==> config.mk <==
export PLATFORM = sky130hd
export DESIGN_NAME = name_char_uart_tx
export DESIGN_NICKNAME = d
export VERILOG_FILES = /design/src/rtl/name_char_uart_tx.sv
export SDC_FILE = /design/constraint.sdc
export NUM_CORES = 1
export LEC_CHECK = 0
export ABC_AREA = 1
export CAP_MARGIN = 20
export CORE_MARGIN = 10
export CORE_UTILIZATION = 57
export CTS_CLUSTER_DIAMETER = 100
export CTS_CLUSTER_SIZE = 20
export DETAILED_ROUTE_END_ITERATION = 16
export GPL_TIMING_DRIVEN = 0
export PLACE_DENSITY = 0.77
export SYNTH_ARGS = -nofsm -noshare
export SYNTH_HDL_FRONTEND = slang
export SYNTH_SLANG_ARGS = --single-unit
==> constraint.sdc <==
create_clock -name CLK -period 2.35 [get_ports CLK]
set_input_delay 0.47 -clock CLK [delete_from_list [all_inputs] [get_ports CLK]]
set_output_delay 0.47 -clock CLK [all_outputs]
set_load 0.005 [all_outputs]
==> src/rtl/name_char_uart_tx.sv <==
// name_char_uart_tx: buffers 7-bit ASCII characters from the one-hot-ring coder
// in a small FIFO and sends each one as a UART-style frame on TXD.
// Frame: start (0), 7 data bits LSB first, optional even parity, stop (1).
// Every bit lasts DIV clocks. Back-to-back frames have no idle gap.
module name_char_uart_tx #(
    parameter int DEPTH     = 4,  // FIFO entries, power of two, >= 2
    parameter int DIV       = 4,  // clocks per serial bit period, >= 1
    parameter int PARITY_EN = 1   // 1 = append even-parity bit
) (
    input  logic                           CLK,
    input  logic                           RST_N,
    input  logic [0:6]                     C,
    input  logic                           C_VALID,
    output logic                           C_READY,
    output logic                           TXD,
    output logic                           BUSY,
    output logic [$clog2(DEPTH+1)-1:0]     COUNT,
    output logic                           OVF
);

    localparam int AW = $clog2(DEPTH);
    localparam int CW = $clog2(DEPTH + 1);
    localparam int DW = (DIV > 1) ? $clog2(DIV) : 1;

    typedef enum logic [2:0] {
        S_IDLE,
        S_START,
        S_DATA,
        S_PARITY,
        S_STOP
    } state_t;

    state_t          state_reg, state_next;
    logic [DW-1:0]   div_reg, div_next;
    logic [2:0]      bit_reg, bit_next;
    logic [6:0]      shift_reg, shift_next;
    logic            par_reg, par_next;
    logic            txd_reg, txd_next;

    logic [CW-1:0]   count_reg;
    logic [AW-1:0]   wr_ptr_reg;
    logic [AW-1:0]   rd_ptr_reg;
    logic            ovf_reg;
    logic [6:0]      mem [DEPTH];

    logic [6:0]      c_lsb;     // character re-indexed so bit 0 is the ASCII LSB
    logic [6:0]      head;
    logic            full;
    logic            push;
    logic            pop;
    logic            div_last;

    // The coder numbers C MSB-first; flip it so shifting right sends LSB first.
    generate
        for (genvar gi = 0; gi < 7; gi++) begin : g_bit_rev
            assign c_lsb[gi] = C[6 - gi];
        end
    endgenerate

    assign full     = (count_reg == CW'(DEPTH));
    assign push     = C_VALID && !full;
    assign div_last = (div_reg == DW'(DIV - 1));
    assign head     = mem[rd_ptr_reg];

    // FIFO storage write; contents need no reset because COUNT gates every read.
    always_ff @(posedge CLK) begin
        if (push) begin
            mem[wr_ptr_reg] <= c_lsb;
        end
    end

    // FIFO pointers, occupancy and the sticky overflow flag.
    always_ff @(posedge CLK or negedge RST_N) begin
        if (!RST_N) begin
            wr_ptr_reg <= '0;
            rd_ptr_reg <= '0;
            count_reg  <= '0;
            ovf_reg    <= 1'b0;
        end else begin
            if (push) begin
                wr_ptr_reg <= wr_ptr_reg + AW'(1);
            end
            if (pop) begin
                rd_ptr_reg <= rd_ptr_reg + AW'(1);
            end
            case ({push, pop})
                2'b10:   count_reg <= count_reg + CW'(1);
                2'b01:   count_reg <= count_reg - CW'(1);
                default: count_reg <= count_reg;
            endcase
            if (C_VALID && full) begin
                ovf_reg <= 1'b1;
            end
        end
    end

    // Serialiser state register; TXD is registered so it only moves on rollover edges.
    always_ff @(posedge CLK or negedge RST_N) begin
        if (!RST_N) begin
            state_reg <= S_IDLE;
            div_reg   <= '0;
            bit_reg   <= '0;
            shift_reg <= '0;
            par_reg   <= 1'b0;
            txd_reg   <= 1'b1;
        end else begin
            state_reg <= state_next;
            div_reg   <= div_next;
            bit_reg   <= bit_next;
            shift_reg <= shift_next;
            par_reg   <= par_next;
            txd_reg   <= txd_next;
        end
    end

    // Next-state logic: bit sequencing and the FIFO pop decision.
    always_comb begin
        state_next = state_reg;
        div_next   = div_reg;
        bit_next   = bit_reg;
        shift_next = shift_reg;
        par_next   = par_reg;
        txd_next   = txd_reg;
        pop        = 1'b0;

        if (state_reg != S_IDLE) begin
            div_next = div_last ? '0 : div_reg + DW'(1);
        end

        case (state_reg)
            S_IDLE: begin
                if (count_reg != '0) begin
                    pop = 1'b1;
                end
            end
            S_START: begin
                if (div_last) begin
                    state_next = S_DATA;
                    bit_next   = '0;
                    txd_next   = shift_reg[0];
                    shift_next = {1'b0, shift_reg[6:1]};
                end
            end
            S_DATA: begin
                if (div_last) begin
                    if (bit_reg == 3'd6) begin
                        if (PARITY_EN != 0) begin
                            state_next = S_PARITY;
                            txd_next   = par_reg;
                        end else begin
                            state_next = S_STOP;
                            txd_next   = 1'b1;
                        end
                    end else begin
                        bit_next   = bit_reg + 3'd1;
                        txd_next   = shift_reg[0];
                        shift_next = {1'b0, shift_reg[6:1]};
                    end
                end
            end
            S_PARITY: begin
                if (div_last) begin
                    state_next = S_STOP;
                    txd_next   = 1'b1;
                end
            end
            S_STOP: begin
                if (div_last) begin
                    if (count_reg != '0) begin
                        pop = 1'b1;
                    end else begin
                        state_next = S_IDLE;
                    end
                end
            end
            default: begin
                state_next = S_IDLE;
                txd_next   = 1'b1;
            end
        endcase

        // A pop starts the next frame: start bit goes out on this same edge.
        if (pop) begin
            state_next = S_START;
            div_next   = '0;
            bit_next   = '0;
            shift_next = head;
            par_next   = ^head;
            txd_next   = 1'b0;
        end
    end

    assign C_READY = !full;
    assign TXD     = txd_reg;
    assign BUSY    = (state_reg != S_IDLE) || (count_reg != '0);
    assign COUNT   = count_reg;
    assign OVF     = ovf_reg;

endmodule

### Word-level counts from Yosys, hierarchy flattened

Memory sizes are Yosys's and may differ from the RTL's.
Index checks and enable logic that the tools add are counted.

| word-level totals | value |
|---|---|
| output and inout port bits | 7 |
| memory bits (writable) | 28 |
| memories kept | 1 |
| flip-flop bits (word level) | 25 |
| logic and storage cells | 83 |

| cells by class | value |
|---|---|
| reductions and logical operators | 15 |
| equality and inequality tests | 18 |
| multiplexer cells | 33 |
| add/subtract/negate cells | 6 |

Memory list:

| memory | words | width | rd ports | clocked after memory_dff | write ports | line | text |
|---|---|---|---|---|---|---|---|
| mem | 4 | 7 | 1 | 0 | 1 | 44 | `logic [6:0] mem [DEPTH];` |

Operator list:

| operator | number |
|---|---|
| $mux 3 | 11 |
| $mux 7 | 4 |
| $ne 3x3->1 const B | 7 |
| $pmux 3 s5 | 1 |
| $pmux 7 s2 | 1 |
| $pmux 3 s2 | 2 |
| $eq 3x3->1 const B | 3 |
| $mux 1 | 9 |
| $reduce_bool 3->1 | 3 |
| $reduce_and 4->1 | 2 |
| $reduce_and 7->1 | 1 |
| $reduce_xor 7->1 | 1 |
| $add 2x1->2 const B | 3 |
| $add 3x1->3 const B | 2 |
| $eq 3x2->1 const B | 2 |
| $mux 2 | 3 |
| $eq 2x2->1 const B | 2 |
| $pmux 1 s4 | 1 |
| $reduce_bool 2->1 | 2 |
| $eq 3x1->1 const B | 1 |
| $logic_not 3->1 | 1 |
| $sub 3x1->3 const B | 1 |
| $eq 2x1->1 const B | 1 |
| $logic_and 1x1->1 | 2 |
| 6 further kinds | 6 |

### Logic depth before layout (Yosys ltp)

Gate-level depths: netlist of the first run.

| logic depth | value |
|---|---|
| word-level depth | 6 |
| depth in mapped cells | 14 |
| gate-level depth less buffers | 13 |

### Worst setup path after synthesis of the first run

OpenSTA, ideal clock, no wires.

| timing path | value |
|---|---|
| kind | reg2reg |
| from | register div_reg[0] |
| to | register count_reg[2], in the netlist COUNT[2] |
| arrival | 1872 ps |
| period minus slack after synthesis | 1999 ps |
| setup slack | 351 ps |
| stages on the path, launching flop included | 12 |
| cells stage by stage | dfrtp_1 -> ha_1 -> inv_1 -> nand2_2 -> nand2_4 -> nor2_8 -> ha_1 -> inv_1 -> fa_1 -> a21oi_1 -> o21ai_0 -> xnor2_1 |

| on the way | value |
|---|---|
| longest elaborated chain between the ends | 5 |
| elaborated cells between the ends (all ways) | 7 |
| classes of those cells | 3 x eq/ne; 3 x mux; 1 x reduce/logical |

RTL lines:

| item | line | text |
|---|---|---|
| start: declaration | 34 | `logic [DW-1:0] div_reg, div_next;` |
| start signal: assignment | 108 | `div_reg <= div_next;` |
| $eq 2x2->1 (*) | 62 | `assign div_last = (div_reg == DW'(DIV - 1));` |
| $mux 1 (*) | 168 | `if (div_last) begin` |
| $pmux 1 s2 (*) | 130 | `case (state_reg)` |
| $eq 2x1->1 / $eq 2x2->1 (equally long branches) | 86 | `case ({push, pop})` |
| $pmux 3 s2 / $reduce_bool 2->1 (equally long branches) | - |  |
| end signal: assignment | 87 | `2'b10: count_reg <= count_reg + CW'(1);` |
| end signal: assignment | 88 | `2'b01: count_reg <= count_reg - CW'(1);` |
| end signal: assignment | 89 | `default: count_reg <= count_reg;` |
| end: declaration | 40 | `logic [CW-1:0] count_reg;` |

Mark *: on every way between the ends. The rest lies on a longest branch, timed or not.
A chain may end at the register's enable or synchronous reset.

### Worst setup path in the final report of the first run

| timing path | value |
|---|---|
| from | register state_reg[0] |
| to | output port BUSY |

| on the way | value |
|---|---|
| longest elaborated chain between the ends | 2 |

RTL lines:

| item | line | text |
|---|---|---|
| start: declaration | 33 | `state_t state_reg, state_next;` |
| start signal: assignment | 107 | `state_reg <= state_next;` |
| $reduce_bool 3->1 | 195 | `assign BUSY = (state_reg != S_IDLE) \|\| (count_reg != '0);` |
| $logic_or 1x1->1 | 195 |  |
| end: declaration | 16 | `output logic BUSY,` |

Every way passes these cells.

==> results of run 1 <==
-- power by group through the flow --
stage          combinational [mW]  clock (mW)  sequential [mW]
6_report                     2.45       0.700             1.55
5_1_grt                      2.81       0.764             1.58
4_1_cts                      2.48       0.711             1.54
3_5_place_dp                 2.46           0             1.56
3_3_place_gp                 2.37           0             1.55
2_1_floorplan                1.95           0             1.51
-- what timing repair did --
item / 4_1_cts / 5_1_grt
pin swaps: 0 / 1
setup endpoints to repair: 1 / 1
gates resized for setup: 1 / 3
cloned: 0 / 0
-- kinds of logic (layout without fill, tap and decap cells) --
family / Yosys count / count (layout) / synth area share (%)
AND/OR/NAND/NOR: 158 / 158 / 28.3
AO/OA/AOI/OAI: 27 / 27 / 5.99
adder cells (fa/ha/maj): 9 / 9 / 4.35
flip-flops: 53 / 53 / 53.2
buffers and inverters: 38 / 63 / 6.94
XOR/XNOR: 4 / 4 / 1.27
-- cell type report --
class                   count  area share [%]
plain buffers               7            2.22
clock buffers               5            2.18
clock inverters             3            2.06
inverters                  31            3.84
multi-input cells         198            35.1
flip-flops and latches     53            46.5
well taps                  54            2.14
repair buffers             17            5.94
-- critical path, cell delays in order, from the launching register on --
cell                              delay, ps
sky130_fd_sc_hd__dfrtp_2                460
sky130_fd_sc_hd__nor2_4                 200
sky130_fd_sc_hd__inv_2                   70
sky130_fd_sc_hd__nor2_4                 110
sky130_fd_sc_hd__nand2_2                110
sky130_fd_sc_hd__clkdlybuf4s50_1        470
-- layer usage --
layer  vias up  wire (um)
met5         -          0
met4         0         87
met3         8        142
met2        28       2350
met1       864       2090
li1        993          -
-- through the flow --
| step | instances | util, % | setup WS (ps) | cell area [um^2] | hold slack (ps) |
|---|---|---|---|---|---|
| 4_1_cts | 368 | 67.1 | 8.85 | 3150 | 447 |
| 3_3_place_gp | 359 | 63.7 | 102 | 2990 | 465 |
| 5_1_grt | 368 | 67.3 | 5.44 | 3160 | 451 |
| 6_report | 368 | 67.3 | 145 | 3160 | 451 |
| 2_1_floorplan | 289 | - | 351 | 2760 | 174 |
| 3_5_place_dp | 360 | 64.2 | 75.0 | 3010 | 463 |
-- synthesized netlist by cell type, types with 3 or more instances --
cell type                  count  area [um^2]
sky130_fd_sc_hd__o21ai_1       4         20.0
sky130_fd_sc_hd__inv_1        26         97.6
sky130_fd_sc_hd__o21ai_0       5         25.0
sky130_fd_sc_hd__edfxtp_1     28          841
sky130_fd_sc_hd__inv_2         3         11.3
sky130_fd_sc_hd__ha_1          8          100
sky130_fd_sc_hd__nand2_1      91          342
sky130_fd_sc_hd__a21oi_1       5         25.0
sky130_fd_sc_hd__a31oi_1       6         37.5
sky130_fd_sc_hd__nor2_1       19         71.3
sky130_fd_sc_hd__nand3_1      23          115
sky130_fd_sc_hd__dfrtp_1      24          601
sky130_fd_sc_hd__nand2_2      10         62.6
sky130_fd_sc_hd__nand2_4       5         56.3
-- worst min-delay path by stage --
| stage | endpoint | slack, ps | depth (start not counted) |
|---|---|---|---|
| final | bit_reg[0] | 450 | 1 |
| after floorplan | COUNT[0] | 170 | 0 |
| after detailed placement | OVF | 460 | 1 |
| after CTS | bit_reg[1] | 450 | 1 |
| after global routing | bit_reg[1] | 450 | 1 |
| after global placement | OVF | 470 | 1 |
==> results.md, run 1 <==
* Tightest Pin Transition at 707 ps
* Post-route total power at 4.69 mW
* Crit Reg-Reg Startpoint: div_reg[0]
* FMAX at between 400 and 500 MHz
* Clock transition at the registers of the reported paths at 90 ps
* Detailed placement HPWL at ~3.5 mm
* Post-CTS setup-driven buffer insertion count at 0
* Wire length of the first global-routing pass at around 8.3 mm
* Total Routing Usage GR at 13.3%
* Critical R2R Capture: COUNT[2]
* Die W at 89.6 um
* Number of failing hold endpoints at the final stage at 0
* Number of diodes added for antenna fixing at 0
* Worst setup path startpoint: state_reg[0]
* Via density at approximately 5
* Portion of the post-synthesis area used by sequential elements at 53.2%
* Most frequent standard cell in the layout excluding fill and tap cells: sky130_fd_sc_hd__nand2_1
* Shortest period the worst path allows at 2200 ps
* Worst setup path end: BUSY
* Post-Synthesis Cells at 289
* Count of nets after finishing at 332
* CTS Buffer Depth at 2
* Die area at 0.00802 mm^2
* Number of antenna violations at the first check in global routing at 0
* Residual antenna-violating net count after detailed routing at 0
* Area grow syn2layout at 14.5%
* Number of warnings reported in the yosys synthesis log at 0
* Number of flops mapped to enable cells by yosys at 28
* Startpoint kind of the worst setup timing path: register
* Critical path data arrival time at 1730 ps
* Net switching fraction of the power at a little over two fifths
* Cells on worst reg2reg path at 11
* DRC errors left at 0
* Most frequent cells in the layout: sky130_fd_sc_hd__nand2_1 (90), sky130_fd_sc_hd__edfxtp_1 (28), sky130_fd_sc_hd__inv_1 (26), sky130_fd_sc_hd__dfrtp_1 (23), sky130_fd_sc_hd__nand3_1 (23)
* Top fanout value on the critical path at 5
* Net Count, Synth at around 300
* Seq pwr share at 32.9%
* Cell area after technology mapping at approximately 0.0028 mm^2
* # H-tree levels at 2
* Root buffer cell: sky130_fd_sc_hd__clkbuf_8
* Share of flip-flops with an asynchronous set or reset at 47.2%
* CP endpoint kind: output pin
* Share of power burned in the clock network at 14.9%
* Multi-input combinational cell area at between 0.001 and 0.0015 mm^2
* P_leak at approximately 1.4 nW
* Final Wtd Congestion at roughly 0.83
* P_int at around 2.7 mW
* Path type of the worst setup path: register to output pin
* Die extent in y at between 80 and 90 um
* Avg Inst Size Synth at 9.55 um^2
* Net Switching at 1.97 mW
* Max FFs per register at 28
* Most Crowded Layer GR: met2
* Number of vias after detailed routing at 1893
* Result of the run: finished clean
* Core Area at 0.00469 mm^2
* Sequential standard cell area at 0.00147 mm^2
* Worst clock skew at between 9 and 10 ps
* Worst vdd rail ir drop at 0.617 mV
* Register-to-register path setup slack at 230 ps
* Number of iterations in the first detailed-routing pass at 4
* Port Buffer Count at 16
* Worst relative slew slack at 52.7%
* Most used flip-flop cell after synthesis: sky130_fd_sc_hd__edfxtp_1
* Synth unique cells at 37
* Via count of the first global-routing pass at 1903
* WL per Instance at 12.7 um
* Number of design-rule violations left by the first detailed-router iteration at 118
* CTS Hold Bufs at 0
* Max-cap violation count at 0
* Power per standard cell area at ~1500 mW/mm^2
* Total setup violations reported at the end of the flow at 0
* Total congestion overflow after global routing at 0
* Num ports at 17
* Required time of the critical path at 1880 ps
* Share of power burned in combinational logic at about 52%
* Maximum number of pins on one net before global-route repair at 21
* Cts bufs inserted at 5
* FF+latch count, synth at 53
* Met2 Use GR at 23.0%
* Fin crit share at 93.8%
* DRT Wirelength at around 4.7 mm
* Hold crit path type: primary input to async pin
* Clock Latency Late Sink at 300 ps
* RSZ-0062 raised after global routing: no
* Fraction of met3 tracks used by global routing at about 3.2%
* Global-route track usage on met1 at 15.6%
* Starting Density at 58.8%
* Fraction of final layout cells with drive strength greater than 1 at 16.6%
* Fillcell total at approximately 370
* Clk sink count at 53
* Final Max Tran Viols at 0
* TritonCTS clock tree: done
* TNS Setup at 0 ps
* Standard-cell rows at 25
Power figures use the tool's default switching activity.
==> inputs of run 2 (changes only) <==
--- a/config.mk
+++ b/config.mk
@@ -6,14 +6,14 @@
 export NUM_CORES = 1
 export LEC_CHECK = 0
 export ABC_AREA = 1
+export ABC_CLOCK_PERIOD_IN_PS = 2350
 export CAP_MARGIN = 20
-export CORE_MARGIN = 10
-export CORE_UTILIZATION = 57
+export CORE_UTILIZATION = 59
 export CTS_CLUSTER_DIAMETER = 100
 export CTS_CLUSTER_SIZE = 20
 export DETAILED_ROUTE_END_ITERATION = 16
 export GPL_TIMING_DRIVEN = 0
-export PLACE_DENSITY = 0.77
+export PLACE_DENSITY = 0.79
 export SYNTH_ARGS = -nofsm -noshare
 export SYNTH_HDL_FRONTEND = slang
 export SYNTH_SLANG_ARGS = --single-unit
==> run 2 against run 1 <==
Effect of this change:
- combinational power up 2%
- routed wire length down 0.62%
- cell count down 0.27%
- clock skew down 4.7 ps
- power down 3.1%
- worst hold slack better by 28 ps
- sequential cell count unchanged
- register-to-register slack worse by 20 ps
- sequential share of layout area up 0.41 points
- non-clock buffer count up 1
- core utilization up 3.6 points
- global-route usage up 7.7 points
- critical path type unchanged
- critical endpoint unchanged
==> results.md, run 2 (same netlist as run 1, synthesis figures left out) <==
* Result of the run: finished clean
* Register-to-register path setup slack at 210 ps
* Tightest Pin Transition at 699 ps
* Die extent in y at approximately 70 um
* Fraction of the core area covered by cells at the end of the flow at 70.9%
* Cells on worst reg2reg path at 10
* Most frequent cells in the layout: sky130_fd_sc_hd__nand2_1 (90), sky130_fd_sc_hd__edfxtp_1 (28), sky130_fd_sc_hd__inv_1 (26), sky130_fd_sc_hd__dfrtp_1 (24), sky130_fd_sc_hd__nand3_1 (23)
* CTS Buffer Depth at 2
* Fin crit share at between 90% and 100%
* Worst clock skew at 4.93 ps
* Number of failing hold endpoints at the final stage at 0
* Worst relative slew slack at 53.3%
* Die W at between 70 and 80 um
* # H-tree levels at 2
* Starting Density at 62.5%
* Critical R2R Capture: COUNT[2]
* Max-cap violation count at 0
* Via density at 5.27
* Count of cells along the worst hold path at 1
* Core Area at 0.00441 mm^2
* Number of design-rule violations left by the first detailed-router iteration at 69
* Required time of the critical path at 1880 ps
* Critical-path cell list: nor2_4 -> inv_2 -> nor2_2 -> nand2_2 -> clkdlybuf4s50_1
* Top fanout value on the critical path at 4
* Via count of the first global-routing pass at ~1900
* Fraction of final layout cells with drive strength greater than 1 at 16.5%
* Worst hold path startpoint: OVF
* CTS Hold Bufs at 0
* Net Switching at 2.01 mW
* Number of antenna violations at the first check in global routing at 0
* Fillcell total at 352
* Cts bufs inserted at 5
* Total congestion overflow after global routing at 0
* Slowest stage cell on the critical path: sky130_fd_sc_hd__dfrtp_1
* Number of iterations in the first detailed-routing pass at 6
* Number of vias after detailed routing at 1935
* Share of power burned in the clock network at between 10 and 15%
* Total setup violations reported at the end of the flow at 0
* TritonCTS clock tree: done
* Seq pwr share at 33.8%
* Max FFs per register at 28
* Sequential standard cell area at approximately 0.0015 mm^2
* Net switching fraction of the power at between 40 and 50%
* Detailed placement HPWL at 3.35 mm
* Clock transition at the registers of the reported paths at about 90 ps
* Standard-cell rows at 24
* Final Wtd Congestion at 0.789
* Area grow syn2layout at 13.4%
* Share of power burned in combinational logic at a little under three fifths
* TNS Setup at 0 ps
* Multi-input combinational cell area at 0.00111 mm^2
* Critical path data arrival time at 1770 ps
* Total Routing Usage GR at 20.9%
* WL per Instance at 12.6 um
* Hold crit path type: register to register
* Hold EP: OVF
* Worst vdd rail ir drop at 0.828 mV
* Shortest period the worst path allows at 2240 ps
* Clk sink count at 53
* Port Buffer Count at 16
* Maximum cell stage delay along the critical path at ~470 ps
* Root buffer cell: sky130_fd_sc_hd__clkbuf_8
* Startpoint kind of the worst setup timing path: register
* Die area at 0.00495 mm^2
* Power per standard cell area at between 1000 and 1500 mW/mm^2
* P_int at 2.54 mW
* CP endpoint kind: output pin
* Final Max Tran Viols at 0
* Clock Latency Late Sink at 310 ps
* P_leak at about 1.4 nW
* DRT Wirelength at around 4.6 mm
* Path type of the worst setup path: register to output pin
* Number of diodes added for antenna fixing at 0
* Most frequent standard cell in the layout excluding fill and tap cells: sky130_fd_sc_hd__nand2_1
* Num ports at 17
* Residual antenna-violating net count after detailed routing at 0
* Wire length of the first global-routing pass at 8.05 mm
* Maximum number of pins on one net before global-route repair at 18
* DRC errors left at 0
* Count of nets after finishing at 333
* Crit Reg-Reg Startpoint: state_reg[0]
* FMAX at 446 MHz
[run 2: timing repair]
item	in CTS	in global routing
endpoints found under the hold margin	0	0
pin swaps	0	2
setup buffers	0	1
setup endpoints to repair	1	2
resized for setup	1	2
[run 2: how the worst max path moves through the flow]
stage / start / cells past startpoint / slack [ps] / endpoint
after detailed placement: C_VALID / 8 / 60 / COUNT[2]
after floorplan: div_reg[0] / 11 / 350 / COUNT[2]
final: state_reg[0] / 5 / 110 / BUSY
after CTS: state_reg[1] / 5 / 40 / BUSY
after global routing: COUNT[0] / 9 / -7 / COUNT[2]
after global placement: C_VALID / 8 / 90 / COUNT[2]
[run 2: metrics by stage]
stage	hold slack (ps)	power, mW	setup WS, ps	area, um^2	cells
3_3_place_gp	460	3.92	85.6	2980	357
6_report	479	4.55	108	3130	367
3_5_place_dp	464	4.01	58.3	3010	358
5_1_grt	530	4.96	-6.70	3130	367
4_1_cts	485	4.53	36.9	3100	366
2_1_floorplan	174	3.46	351	2760	289
[run 2: area by class of cell]
| type | instances | share of cell area (%) |
|---|---|---|
| Inverter | 31 | 3.88 |
| Timing Repair Buffer | 18 | 6.64 |
| Clock buffer | 5 | 2.20 |
| Sequential cell | 53 | 46.9 |
| Clock inverter | 3 | 0.680 |
| Tap cell | 52 | 2.08 |
| Buffer | 7 | 2.24 |
| Multi-Input combinational cell | 198 | 35.4 |
[run 2: per-layer routing]
| layer | GRT usage [%] | vias up | wire length [um] |
|---|---|---|---|
| met3 | 3.03 | 8 | 158 |
| met5 | 0 | - | 0 |
| met2 | 37.0 | 37 | 2380 |
| met1 | 25.1 | 905 | 2010 |
| li1 | - | 985 | - |
| met4 | 9.33 | 0 | 87 |
[run 2: power groups by stage]
stage / logic (mW) / registers [mW] / clock network, mW
2_1_floorplan: 1.95 / 1.51 / 0
3_3_place_gp: 2.38 / 1.55 / 0
3_5_place_dp: 2.46 / 1.55 / 0
4_1_cts: 2.48 / 1.53 / 0.522
5_1_grt: 2.84 / 1.57 / 0.552
6_report: 2.50 / 1.54 / 0.512
[run 2: worst max-delay path: cells and delay by family, from the launching register on]
kind | cells | cell delay (ps)
AND/OR/NAND/NOR | 3 | 480
buffers and inverters | 2 | 530
flip-flops | 1 | 470
==> inputs of run 3 (changes only) <==
--- a/config.mk
+++ b/config.mk
@@ -12,8 +12,10 @@
 export CTS_CLUSTER_DIAMETER = 100
 export CTS_CLUSTER_SIZE = 20
 export DETAILED_ROUTE_END_ITERATION = 16
+export DONT_BUFFER_PORTS = 1
 export GPL_TIMING_DRIVEN = 0
-export PLACE_DENSITY = 0.79
+export MAX_ROUTING_LAYER = met4
+export PLACE_DENSITY = 0.75
 export SYNTH_ARGS = -nofsm -noshare
 export SYNTH_HDL_FRONTEND = slang
 export SYNTH_SLANG_ARGS = --single-unit
==> run 3 against run 2 <==
Effect of this change:
- register-to-register slack barely moved
- fmax rose by 4.6%
- global-route usage rose by 0.12 points
- count of clock-buffer cells in the layout did not move
- non-clock buffer count fell by 16
- combinational power fell by 7%
- sequential cell count did not move
- power fell by 1.6%
- design area fell by 5.1%
- setup slack improved by 98 ps
- largest power group unchanged
==> results.md, run 3 (same netlist as run 1, synthesis figures left out) <==
* Non-filler cells, final at roughly 350
* Worst relative slew slack at 50.9%
* Fillcell total at 340
* Area grow syn2layout at 7.62%
* Least setup slack across all paths after layout at 206 ps
* Number of vias after detailed routing at 1836
* Die W at 70.4 um
* Root buffer cell: sky130_fd_sc_hd__clkbuf_8
* Slowest stage cell on the critical path: sky130_fd_sc_hd__dfrtp_1
* Most frequent standard cell in the layout excluding fill and tap cells: sky130_fd_sc_hd__nand2_1
* Max-cap violation count at 0
* Detailed placement HPWL at 3.13 mm
* Number of design-rule violations left by the first detailed-router iteration at 73
* Maximum number of pins on one net before global-route repair at 26
* Power per standard cell area at about 1500 mW/mm^2
* Fin crit share at approximately nine tenths
* Share of power burned in the clock network at 13.5%
* Register-to-register path setup slack at 210 ps
* P_int at 2.51 mW
* Die extent in y at 70.4 um
* Residual antenna-violating net count after detailed routing at 0
* Clk sink count at 53
* Tightest Pin Transition at 734 ps
* Required time of the critical path at about 2500 ps
* Path type of the worst setup path: register to register
* Clock Latency Late Sink at approximately 300 ps
* Critical-path cell list: ha_2 -> inv_1 -> nand2_2 -> nand2_4 -> nor2_8 -> ha_1 -> inv_1 -> fa_1 -> a21oi_1 -> o21ai_0 -> xnor2_1
* Final Max Tran Viols at 0
* Clock transition at the registers of the reported paths at 100 ps
* Critical path data arrival time at 2330 ps
* Seq pwr share at 34.4%
* # H-tree levels at 2
* CP endpoint kind: register
* Shortest period the worst path allows at 2140 ps
* Max FFs per register at 28
* Number of diodes added for antenna fixing at 0
* Count of nets after finishing at 317
* Most common cell type on the critical path: sky130_fd_sc_hd__inv_1
* Via count of the first global-routing pass at around 1800
* Cts bufs inserted at 5
* Number of antenna violations at the first check in global routing at 0
* Minimum setup slack after placement at 163 ps
* Share of power burned in combinational logic at 52.1%
* Standard-cell rows at 24
* Net Switching at approximately 2 mW
* Maximum cell stage delay along the critical path at 380 ps
* Starting Density at 62.5%
* Net switching fraction of the power at between 40% and 50%
* Top fanout value on the critical path at 10
* Worst vdd rail ir drop at 0.730 mV
* Final Wtd Congestion at 0.799
* Total setup violations reported at the end of the flow at 0
* Number of iterations in the first detailed-routing pass at 4
* Startpoint kind of the worst setup timing path: register
* Wire length of the first global-routing pass at 7.80 mm
* Port Buffer Count at 0
* DRT Wirelength at 4.42 mm
* FMAX at approximately 470 MHz
* Cell total after placement at 341
* DRC errors left at 0
* Hold crit path type: primary input to register
* Number of failing hold endpoints at the final stage at 0
* Result of the run: finished clean
* Most frequent cells in the layout: sky130_fd_sc_hd__nand2_1 (90), sky130_fd_sc_hd__edfxtp_1 (28), sky130_fd_sc_hd__inv_1 (26), sky130_fd_sc_hd__dfrtp_1 (24), sky130_fd_sc_hd__nand3_1 (23)
* Total congestion overflow after global routing at 0
* Worst clock skew at 9.18 ps
* Post-CTS setup-driven buffer insertion count at 0
* WL per Instance at 12.6 um
* Via density at approximately 5.2
* Fraction of final layout cells with drive strength greater than 1 at 16.7%
* TritonCTS clock tree: done
* CTS Buffer Depth at 2
* P_leak at 1.33 nW
* Total Routing Usage GR at roughly a fifth
* Die area at 0.00495 mm^2
* Num ports at 17
* Core Area at 0.00441 mm^2
run 3: final cells by class:
type / count / area, um^2 / share of cell area, %
plain buffers: 7 / 70.1 / 2.36
inverters: 31 / 121 / 4.09
clock buffers: 5 / 68.8 / 2.32
well taps: 52 / 65.1 / 2.19
flip-flops and latches: 53 / 1470 / 49.4
multi-input cells: 198 / 1100 / 37.2
clock inverters: 3 / 41.3 / 1.39
repair buffers: 2 / 30.0 / 1.01
run 3: final timing paths:
check	startpoint	to	depth (start not counted)
min	C[4]	mem[1][2]	0
max	div_reg[0]	COUNT[2]	11
max reg2reg	div_reg[0]	COUNT[2]	11
min reg2reg	par_reg	par_reg	2
min in group asynchronous	RST_N	shift_reg[1]	2
max in group asynchronous	RST_N	TXD	2
run 3: power groups by stage:
stage	clock (mW)	sequential [mW]	combinational [mW]
after CTS	0.610	1.54	2.35
after global routing	0.652	1.58	2.66
final	0.603	1.54	2.33
after detailed placement	0	1.56	2.32
after floorplan	0	1.51	1.95
after global placement	0	1.55	2.27
run 3: repair_timing:
action	in CTS	in global routing
setup endpoints to repair	0	1
gates resized for setup	0	2
hold buffers	2	0
endpoints found under the hold margin	25	0
run 3: through the flow:
stage                     setup TNS, ps  hold slack (ps)  power (mW)  instance area (um^2)  util (%)
after global placement                0              175        3.82                  2820      64.0
after CTS                             0              248        4.50                  2960      67.1
after global routing              -2.08              237        4.89                  2970      67.3
after detailed placement              0              175        3.88                  2820      64.0
final                                 0              254        4.47                  2970      67.3
after floorplan                       0              174        3.46                  2760         -
run 3: per-layer routing:
layer	global-route usage [%]	wire, um	up-vias
met5	-	0	-
met4	8.67	59	0
met3	5.05	149	7
met2	33.3	2180	28
met1	26.0	2030	845
li1	-	-	956
run 3: critical path, delay by kind of cell (launching register included):
kind | cells | cell delay, ps
adders and majority gates | 3 | 760
DFF | 1 | 380
and+or+nand+nor | 3 | 330
AOI/OAI and AO/OA | 2 | 260
buffers and inverters | 2 | 170
xor gates and xnor gates | 1 | 130
